**src/rtl/stoch_queue_engine.sv**
```systemverilog
// ---------------------------------------------------------------------------
// stoch_queue_engine
//
// Synthesizable stochastic job queue. It holds up to DEPTH jobs
// ({job_id, inform_id[, timestamp]}) in FIFO or LIFO order and keeps
// length and wait-time statistics. Commands are accepted one at a time
// over a valid/ready request channel. Each command runs through
// IDLE -> EXEC -> RESP, and its result is returned over a valid/ready
// response channel.
//
// Optional feature macro: STOCH_Q_WAIT_STATS_EN
//   defined   : per-entry timestamps and a free-running cycle counter are
//               kept; REMOVE returns the wait time; EXAM codes 4 and 5
//               are supported.
//   undefined : no timestamp storage; REMOVE returns rsp_value 0; EXAM
//               codes 4 and 5 answer UNSUPPORTED.
//
// Ports
//   clk, rst_n            clock, synchronous active-low reset
//   cmd_valid/cmd_ready   request handshake
//   cmd_op                0 INIT, 1 ADD, 2 REMOVE, 3 EXAM
//   cmd_qtype             INIT: 1 FIFO, 2 LIFO
//   cmd_max_len           INIT: logical capacity 1..DEPTH
//   cmd_job_id/inform_id  ADD payload
//   cmd_exam_code         EXAM selector
//   rsp_valid/rsp_ready   response handshake
//   rsp_status            0 OK, 1 FULL, 2 NOT_INIT, 3 EMPTY, 4 UNSUP, 5 BAD_LEN
//   rsp_job_id/inform_id  REMOVE result
//   rsp_value             EXAM result or REMOVE wait time
//   full                  length == max_len while initialized
// ---------------------------------------------------------------------------
module stoch_queue_engine #(
  parameter int DATA_W = 32,
  parameter int DEPTH  = 16,
  parameter int TS_W   = 32
) (
  input  logic                      clk,
  input  logic                      rst_n,
  input  logic                      cmd_valid,
  output logic                      cmd_ready,
  input  logic [1:0]                cmd_op,
  input  logic [1:0]                cmd_qtype,
  input  logic [$clog2(DEPTH):0]    cmd_max_len,
  input  logic [DATA_W-1:0]         cmd_job_id,
  input  logic [DATA_W-1:0]         cmd_inform_id,
  input  logic [2:0]                cmd_exam_code,
  output logic                      rsp_valid,
  input  logic                      rsp_ready,
  output logic [2:0]                rsp_status,
  output logic [DATA_W-1:0]         rsp_job_id,
  output logic [DATA_W-1:0]         rsp_inform_id,
  output logic [TS_W-1:0]           rsp_value,
  output logic                      full
);

  localparam int AW = $clog2(DEPTH);
  localparam int LW = AW + 1;
  localparam logic [LW-1:0] DEPTH_L = LW'(DEPTH);

  localparam logic [1:0] OP_INIT   = 2'd0;
  localparam logic [1:0] OP_ADD    = 2'd1;
  localparam logic [1:0] OP_REMOVE = 2'd2;
  localparam logic [1:0] OP_EXAM   = 2'd3;

  localparam logic [1:0] QT_FIFO = 2'd1;
  localparam logic [1:0] QT_LIFO = 2'd2;

  localparam logic [2:0] ST_OK       = 3'd0;
  localparam logic [2:0] ST_FULL     = 3'd1;
  localparam logic [2:0] ST_NOT_INIT = 3'd2;
  localparam logic [2:0] ST_EMPTY    = 3'd3;
  localparam logic [2:0] ST_UNSUP    = 3'd4;
  localparam logic [2:0] ST_BAD_LEN  = 3'd5;

  typedef enum logic [1:0] {
    IDLE = 2'd0,
    EXEC = 2'd1,
    RESP = 2'd2
  } state_t;

  state_t state;

  // Captured command
  logic [1:0]        req_op;
  logic [1:0]        req_qtype;
  logic [LW-1:0]     req_max_len;
  logic [DATA_W-1:0] req_job_id;
  logic [DATA_W-1:0] req_inform_id;
  logic [2:0]        req_code;

  // Queue bookkeeping
  logic              initialized;
  logic              lifo;
  logic [LW-1:0]     max_len;
  logic [AW-1:0]     head;
  logic [AW-1:0]     tail;
  logic [LW-1:0]     length;
  logic [LW-1:0]     max_seen;

  // Entry storage
  logic [DATA_W-1:0] job_mem [DEPTH];
  logic [DATA_W-1:0] inf_mem [DEPTH];

`ifdef STOCH_Q_WAIT_STATS_EN
  logic [TS_W-1:0]   ts_mem [DEPTH];
  logic [TS_W-1:0]   now;
  logic [TS_W-1:0]   min_wait;
  logic [TS_W-1:0]   nxt_min_wait;
  logic [TS_W-1:0]   age;
  logic [TS_W-1:0]   head_age;
`endif

  // Results of the command being executed
  logic [2:0]        ex_status;
  logic [DATA_W-1:0] ex_job;
  logic [DATA_W-1:0] ex_inf;
  logic [TS_W-1:0]   ex_value;
  logic              wr_en;
  logic [AW-1:0]     rd_idx;
  logic              nxt_init;
  logic              nxt_lifo;
  logic [LW-1:0]     nxt_max_len;
  logic [AW-1:0]     nxt_head;
  logic [AW-1:0]     nxt_tail;
  logic [LW-1:0]     nxt_len;
  logic [LW-1:0]     nxt_max_seen;

  // Decode the captured command against the current queue state.
  always_comb begin
    ex_status    = ST_OK;
    ex_job       = {DATA_W{1'b0}};
    ex_inf       = {DATA_W{1'b0}};
    ex_value     = {TS_W{1'b0}};
    wr_en        = 1'b0;
    nxt_init     = initialized;
    nxt_lifo     = lifo;
    nxt_max_len  = max_len;
    nxt_head     = head;
    nxt_tail     = tail;
    nxt_len      = length;
    nxt_max_seen = max_seen;
    // LIFO pops the newest entry just below tail; FIFO pops at head.
    // In LIFO mode head never moves, so head always names the oldest entry.
    if (lifo) begin
      rd_idx = tail - AW'(1);
    end else begin
      rd_idx = head;
    end
`ifdef STOCH_Q_WAIT_STATS_EN
    nxt_min_wait = min_wait;
    age          = now - ts_mem[rd_idx];
    head_age     = now - ts_mem[head];
`endif

    case (req_op)
      OP_INIT: begin
        if ((req_qtype != QT_FIFO) && (req_qtype != QT_LIFO)) begin
          ex_status = ST_UNSUP;
        end else if ((req_max_len == {LW{1'b0}}) || (req_max_len > DEPTH_L)) begin
          ex_status = ST_BAD_LEN;
        end else begin
          nxt_init     = 1'b1;
          nxt_lifo     = (req_qtype == QT_LIFO);
          nxt_max_len  = req_max_len;
          nxt_head     = {AW{1'b0}};
          nxt_tail     = {AW{1'b0}};
          nxt_len      = {LW{1'b0}};
          nxt_max_seen = {LW{1'b0}};
`ifdef STOCH_Q_WAIT_STATS_EN
          nxt_min_wait = {TS_W{1'b1}};
`endif
        end
      end

      OP_ADD: begin
        if (!initialized) begin
          ex_status = ST_NOT_INIT;
        end else if (length == max_len) begin
          ex_status = ST_FULL;
        end else begin
          wr_en    = 1'b1;
          nxt_tail = tail + AW'(1);
          nxt_len  = length + LW'(1);
          if (nxt_len > max_seen) begin
            nxt_max_seen = nxt_len;
          end else begin
            nxt_max_seen = max_seen;
          end
        end
      end

      OP_REMOVE: begin
        if (!initialized) begin
          ex_status = ST_NOT_INIT;
        end else if (length == {LW{1'b0}}) begin
          ex_status = ST_EMPTY;
        end else begin
          ex_job  = job_mem[rd_idx];
          ex_inf  = inf_mem[rd_idx];
          nxt_len = length - LW'(1);
          if (lifo) begin
            nxt_tail = tail - AW'(1);
          end else begin
            nxt_head = head + AW'(1);
          end
`ifdef STOCH_Q_WAIT_STATS_EN
          ex_value = age;
          if (age < min_wait) begin
            nxt_min_wait = age;
          end else begin
            nxt_min_wait = min_wait;
          end
`endif
        end
      end

      OP_EXAM: begin
        if (!initialized) begin
          ex_status = ST_NOT_INIT;
        end else begin
          case (req_code)
            3'd1: ex_value = TS_W'(length);
            3'd3: ex_value = TS_W'(max_seen);
`ifdef STOCH_Q_WAIT_STATS_EN
            3'd4: ex_value = min_wait;
            3'd5: begin
              if (length == {LW{1'b0}}) begin
                ex_value = {TS_W{1'b0}};
              end else begin
                ex_value = head_age;
              end
            end
`endif
            default: ex_status = ST_UNSUP;
          endcase
        end
      end

      default: ex_status = ST_UNSUP;
    endcase
  end

  // Command FSM: handshake, state update in EXEC, registered response.
  always_ff @(posedge clk) begin
    if (!rst_n) begin
      state         <= IDLE;
      cmd_ready     <= 1'b0;
      rsp_valid     <= 1'b0;
      rsp_status    <= 3'd0;
      rsp_job_id    <= {DATA_W{1'b0}};
      rsp_inform_id <= {DATA_W{1'b0}};
      rsp_value     <= {TS_W{1'b0}};
      full          <= 1'b0;
      req_op        <= 2'd0;
      req_qtype     <= 2'd0;
      req_max_len   <= {LW{1'b0}};
      req_job_id    <= {DATA_W{1'b0}};
      req_inform_id <= {DATA_W{1'b0}};
      req_code      <= 3'd0;
      initialized   <= 1'b0;
      lifo          <= 1'b0;
      max_len       <= {LW{1'b0}};
      head          <= {AW{1'b0}};
      tail          <= {AW{1'b0}};
      length        <= {LW{1'b0}};
      max_seen      <= {LW{1'b0}};
    end else begin
      case (state)
        IDLE: begin
          if (cmd_valid && cmd_ready) begin
            req_op        <= cmd_op;
            req_qtype     <= cmd_qtype;
            req_max_len   <= cmd_max_len;
            req_job_id    <= cmd_job_id;
            req_inform_id <= cmd_inform_id;
            req_code      <= cmd_exam_code;
            cmd_ready     <= 1'b0;
            state         <= EXEC;
          end else begin
            cmd_ready     <= 1'b1;
          end
        end

        EXEC: begin
          initialized   <= nxt_init;
          lifo          <= nxt_lifo;
          max_len       <= nxt_max_len;
          head          <= nxt_head;
          tail          <= nxt_tail;
          length        <= nxt_len;
          max_seen      <= nxt_max_seen;
          full          <= nxt_init && (nxt_len == nxt_max_len);
          rsp_status    <= ex_status;
          rsp_job_id    <= ex_job;
          rsp_inform_id <= ex_inf;
          rsp_value     <= ex_value;
          rsp_valid     <= 1'b1;
          state         <= RESP;
        end

        RESP: begin
          if (rsp_ready) begin
            rsp_valid     <= 1'b0;
            rsp_status    <= 3'd0;
            rsp_job_id    <= {DATA_W{1'b0}};
            rsp_inform_id <= {DATA_W{1'b0}};
            rsp_value     <= {TS_W{1'b0}};
            cmd_ready     <= 1'b1;
            state         <= IDLE;
          end else begin
            rsp_valid     <= 1'b1;
          end
        end

        default: begin
          state     <= IDLE;
          cmd_ready <= 1'b0;
          rsp_valid <= 1'b0;
        end
      endcase
    end
  end

  // Entry storage write; contents need no reset because length gates every read.
  always_ff @(posedge clk) begin
    if ((state == EXEC) && wr_en) begin
      job_mem[tail] <= req_job_id;
      inf_mem[tail] <= req_inform_id;
`ifdef STOCH_Q_WAIT_STATS_EN
      ts_mem[tail]  <= now;
`endif
    end
  end

`ifdef STOCH_Q_WAIT_STATS_EN
  // Free-running cycle timestamp and shortest-wait statistic.
  always_ff @(posedge clk) begin
    if (!rst_n) begin
      now      <= {TS_W{1'b0}};
      min_wait <= {TS_W{1'b1}};
    end else begin
      now <= now + TS_W'(1);
      if (state == EXEC) begin
        min_wait <= nxt_min_wait;
      end else begin
        min_wait <= min_wait;
      end
    end
  end
`endif

endmodule

```
**config.mk**
```make
export PLATFORM = sky130hd
export DESIGN_NAME = stoch_queue_engine
export DESIGN_NICKNAME = d
export VERILOG_FILES = /design/src/rtl/stoch_queue_engine.sv
export SDC_FILE = /design/constraint.sdc
export NUM_CORES = 2
export LEC_CHECK = 0
export ABC_AREA = 1
export CORE_ASPECT_RATIO = 1.2
export CORE_MARGIN = 3
export CORE_UTILIZATION = 39
export CTS_BUF_LIST = sky130_fd_sc_hd__clkbuf_2
export CTS_CLUSTER_DIAMETER = 150
export DETAILED_ROUTE_END_ITERATION = 6
export PLACE_DENSITY = 0.53
export SLEW_MARGIN = 20
export SYNTH_ARGS = -nofsm -noshare
export SYNTH_HDL_FRONTEND = slang
export SYNTH_SLANG_ARGS = --single-unit
```
**constraint.sdc**
```tcl
create_clock -name clk -period 10.4 [get_ports clk]
set_clock_uncertainty 0.1 [all_clocks]
set_input_delay 2.08 -clock clk [delete_from_list [all_inputs] [get_ports clk]]
set_output_delay 2.08 -clock clk [all_outputs]
set_load 0.01 [all_outputs]
```
; ---- After elaboration in Yosys (flattened, before gate mapping)
; Memories as Yosys holds them, arrays and structs flattened.
; Index checks and enable logic that the tools add are counted.
[word_totals]
latchBits = 0
ff_bits = 205
ram_bits = 1024
out_inout_bits = 102
mem_count = 2
word_cells = 147
romBits = 0
[classes]
div_mod_pow = 0
bitwise_logic = 3
mul = 0
add_sub_neg = 5
eq_ne = 23
order_cmp = 2
n_reduce_logical = 22
shift = 0
muxes = 69
[mem_list]
columns = name, words, word_bits, rd, rd_clocked_by_memory_dff, wr, line_no
row1 = inf_mem, 16, 32, 1, 0, 1, 102  ; logic [DATA_W-1:0] inf_mem [DEPTH];
row2 = job_mem, 16, 32, 1, 0, 1, 101  ; logic [DATA_W-1:0] job_mem [DEPTH];
[op_table]
columns = op, count
row1 = 32-bit 2-to-1 mux, 7
row2 = 32-bit case mux with 2 select lines, 3
row3 = 5-bit 2-to-1 mux, 16
row4 = 4-bit 2-to-1 mux, 11
row5 = 2-bit inequality test (second input constant), 12
row6 = 5-bit case mux with 2 select lines, 2
row7 = 3-bit 2-to-1 mux, 5
row8 = 5-bit case mux with 3 select lines, 1
row9 = 7-bit AND reduction, 2
row10 = 1-bit 2-to-1 mux, 12
row11 = 3-bit case mux with 4 select lines, 1
row12 = 4-bit case mux with 3 select lines, 1
row13 = 5-bit == test, 2
row14 = 5-bit zero test, 2
row15 = 2-bit 2-to-1 mux, 5
row16 = 9-bit AND reduction, 1
row17 = 4-bit by 1-bit adder with 4-bit output (second input constant), 2
row18 = 2-bit == test (second input constant), 4
row19 = 4-bit case mux with 2 select lines, 1
row20 = 2-bit AND reduction, 4
row21 = 1-bit case mux with 3 select lines, 2
row22 = 2-bit case mux with 3 select lines, 1
row23 = 3-bit case mux with 2 select lines, 1
row24 = 2-bit nonzero test, 3
row25 = other kinds (16), 23

; ---- Longest topological paths before layout
[depth]
depth_word = 7
ltp_mapped = 17
ltp_nobuf = 17

; ---- Worst setup path before layout
; OpenSTA, ideal clock, no wires.
[synth_path]
kind = register to register
startpoint = reg req_op[1]
endpoint = mem inf_mem[0][0] (enable)
stages_incl_launch_ff = 8
t_arrival_ns = 4.112
synth_period_minus_slack_ns = 4.698
n_path_buf = 1
setup_slack_ns = 5.702
cell_sequence = dfxtp_1 > inv_1 > ha_1 > clkbuf_1 > inv_1 > nor3_1 > nand2_1 > nor2_1
[synth_between]
elab_chain_cells = 5
[synth_lines]
columns = item, line_no
row1 = from (decl), 84  ; logic [1:0] req_op;
row2 = from (signal assigned), 271  ; req_op <= cmd_op;
row3 = 2-bit by 1-bit == test with 1-bit output, 155  ; case (req_op)
row4 = 1-bit 2-to-1 mux, 155
row5 = 1-bit logical AND, 326  ; if ((state == EXEC) && wr_en) begin
row6 = 1-bit 2-to-1 mux, 326
row7 = 1-bit 2-to-1 mux (not written as such), 328  ; inf_mem[tail] <= req_inform_id;
row8 = to (decl), 102
; Every way passes these cells.

; ---- Worst setup path in the final report
[layout_path]
startpoint = reg rsp_inform_id[1]
endpoint = out rsp_inform_id[1]
[layout_rtl]
columns = item, line_no
row1 = from (decl), 51  ; output logic [DATA_W-1:0] rsp_inform_id,
row2 = from (signal assigned), 251  ; rsp_inform_id <= {DATA_W{1'b0}};
row3 = from (signal assigned), 295  ; rsp_inform_id <= ex_inf;
row4 = from (signal assigned), 306  ; rsp_inform_id <= {DATA_W{1'b0}};
; No word-level cell between the ends.

==> summary.md <==
| Metric | Value |
|---|---|
| Status | complete, no violations |
| Worst slew pin tran | 1212 ps |
| CP Cell Sequence | clkdlybuf4s50_1 |
| CTS Buf Count | 317 |
| PortBufs | 154 |
| Cells after synthesis | 3959 |
| WL final | between 100000 and 150000 um |
| Pwr Density | 186.8 nW/um2 |
| Warnings from Yosys | 0 |
| Placed Cells | about 5.5k |
| Post-synthesis sequential area ratio | a little under three quarters |
| Root Buffer | clkbuf_2 |
| Final hold vios | 0 |
| Row cnt | 140 |
| Worst Path Required | 8220 ps |
| Final hold slack | 366.3 ps |
| Routability cong. | approximately 0.79 |
| Resize count post-CTS | 0 |
| Hold crit path type | reg -> reg |
| CP peak stage delay | 610 ps |
| Post-Place Setup Slack | 5837 ps |
| Cts hold-fix bufs | 0 |
| Final setup vio count | 0 |
| Placed Area | 50890 um2 |
| Via-to-Cell Ratio | around 5.3 |
| Grt total ovfl | 0 |
| CTS tree | built |
| Critical Path Fanout Max | 2 |
| DP HPWL | 63610 um |
| WP buf/inv | 1 |
| Max-cap violations | 0 |
| Unrepaired setup endpoints after global routing | false |
| Ratio of cells with drive above 1 in the final layout | 16.47% |
| Slowest-stage cell, CP | clkdlybuf4s50_1 |
| Max Slew Vio Count | 0 |
| Filler cell count | approximately 12k |
| Final period util | 46.66% |
| Post-route non-filler standard cell count | roughly 6.1k |
| I/O pin cnt | 182 |
| Final Util | 43.98% |
| Die area | 127300 um2 |
| Worst vdd ir | 109.8 uV |
| FMAX | ~0.2 GHz |
| Placeable core region | 121700 um2 |
| Initial DRC Count | 2552 |
| Antenna Nets Post-Route | 0 |
| Post-Layout Inst Area | approximately 54000 um2 |
| Post-synthesis register bit count | 1202 |
| Die Ht | 390.2 um |
| Skew-Pair Late Insertion Delay | around 1600 ps |
| Post-CTS setup buffer count | 0 |
| Total chip power | about 10 mW |
| Cell family with most CP delay | buffers and inverters |
| Area Growth Syn to Fin | 11.59% |
| Wire per inst | 22.26 um |
| Worst Path Arrival | between 2000 and 3000 ps |
| GRT Overall Usage | 20.91% |
| CTS clk-pin slew, worst paths | 120 ps |
| Critical setup path kind | reg -> out |
| Vias in the first global route | 31.51k |
| Multi-input logic area | 12260 um2 |
| Initial antenna violation count | 8 |
| Setup tns final | 0 ps |
| Reg area | ~34000 um2 |
| Clock sinks | 1202 |
| Min Tclk post-route | around 4900 ps |
| DIE WIDTH | 326.2 um |
| H-tree levels | 5 |
| Clk buf depth | 4 |
| Vias | 31.99k |
| Post-Syn Area per Cell | 12.12 um2 |
| Final worst slack | 5547 ps |
| # DRC | 0 |
| Largest net degree at the start of global routing | 258 |
| First-pass DRT Iterations | 7 |
| Initial core utilization | just under 40% |
| Cell leakage power | 17.94 nW |
| Final nets | 4320 |
| Critical Path Sink Type | output port |
| CP Launch Type | flip-flop |
| Rel. slew slack | 19.20% |
| First-pass GRT wire length | 199000 um |
| Mapped cell area | between 40000 and 50000 um2 |
| Number of library cell types mapped by synthesis | 41 |
==> Yosys cell counts (all sizes together) <==
master | number | area (um2)
nor2 | 685 | 2571
ha | 22 | 275.3
conb | 1 | 3.750
inv | 71 | 269.0
o22ai | 136 | 850.8
nor4 | 1 | 6.260
buf | 163 | 915.9
a211oi | 7 | 52.55
a31oi | 126 | 788.3
and3 | 1 | 6.260
dfxtp | 178 | 3563
clkbuf | 130 | 489.2
o21a | 1 | 7.510
a221oi | 2 | 17.52
nor3 | 5 | 30.03
o211a | 1 | 10.01
a32o | 2 | 20.02
o221ai | 1 | 8.760
nand2 | 306 | 1149
a21oi | 118 | 590.6
xnor2 | 3 | 26.28
o211ai | 129 | 968.4
nand4 | 7 | 43.79
edfxtp | 1024 | 30750
or2 | 252 | 1577
nand3 | 92 | 465.5
o21ai | 488 | 2461
xor2 | 7 | 61.31
==> routing by layer <==
layer  part of all wire, %  vias up  global-route usage [%]
met2                    48      983                   34.40
met4                   2.1        6                   6.728
li1                      -    14980                       -
met3                   5.7      194                   4.528
met1                    44    15830                   27.66
met5                 0.030        -                       0
==> state kept, by name (all words and copies together), names as in the netlist, 3 cells and up <==
register and count:
rsp_inform_id 32, tail 4, job_mem 512, max_seen 5, req_code 3, req_job_id 32, req_max_len 5, head 4
max_len 5, length 5, req_inform_id 32, rsp_value 5, rsp_job_id 32, inf_mem 512, rsp_status 3
==> logic make-up after synthesis <==
| family | share of synthesized area [%] |
|---|---|
| xor gates and xnor gates | 0.1826 |
| DFF | 71.52 |
| other | 0.007816 |
| adders and majority gates | 0.5737 |
| buffers and inverters | 3.489 |
| and+or+nand+nor | 12.19 |
| AOI/OAI and AO/OA | 12.04 |
==> layout by cell type, fill, tap and decap left out, types with 9 or more instances in the layout <==
cell type / count
clkinv_1: 44
a21oi_1: 118
or2_2: 148
edfxtp_1: 1024
dfxtp_1: 178
a31oi_1: 126
inv_1: 62
nor2_4: 16
or2_0: 100
o21ai_1: 104
inv_2: 9
o211ai_1: 129
o22ai_1: 136
buf_4: 51
clkbuf_2: 487
o21ai_0: 378
nand3_1: 91
conb_1: 27
ha_1: 22
nand2_1: 306
nor2_1: 669
clkdlybuf4s50_1: 153
==> where the power goes <==
group	switching (mW)	internal [mW]	total, mW
Sequential	0.329	5.58	5.91
Clock	1.86	1.22	3.08
Combinational	0.697	0.308	1.00
==> final cells by class <==
class / instances / share of cell area, %
Multi-Input combinational cell: 2419 / 22.90
Clock inverter: 52 / 0.3692
Clock buffer: 487 / 4.552
Inverter: 71 / 0.5585
Antenna cell: 6 / 0.02804
Timing Repair Buffer: 207 / 3.688
Sequential cell: 1202 / 64.09
Tap cell: 1633 / 3.816
==> final timing paths <==
path                           from                end  slack [ps]  cells after the start
setup / recovery   rsp_inform_id[1]   rsp_inform_id[1]        5550                      1
hold reg to reg   rsp_inform_id[30]  rsp_inform_id[30]         370                      2
hold / removal    rsp_inform_id[30]  rsp_inform_id[30]         370                      2
setup reg to reg               lifo  rsp_inform_id[28]        6000                      9
(Power assumes the default switching activity.)
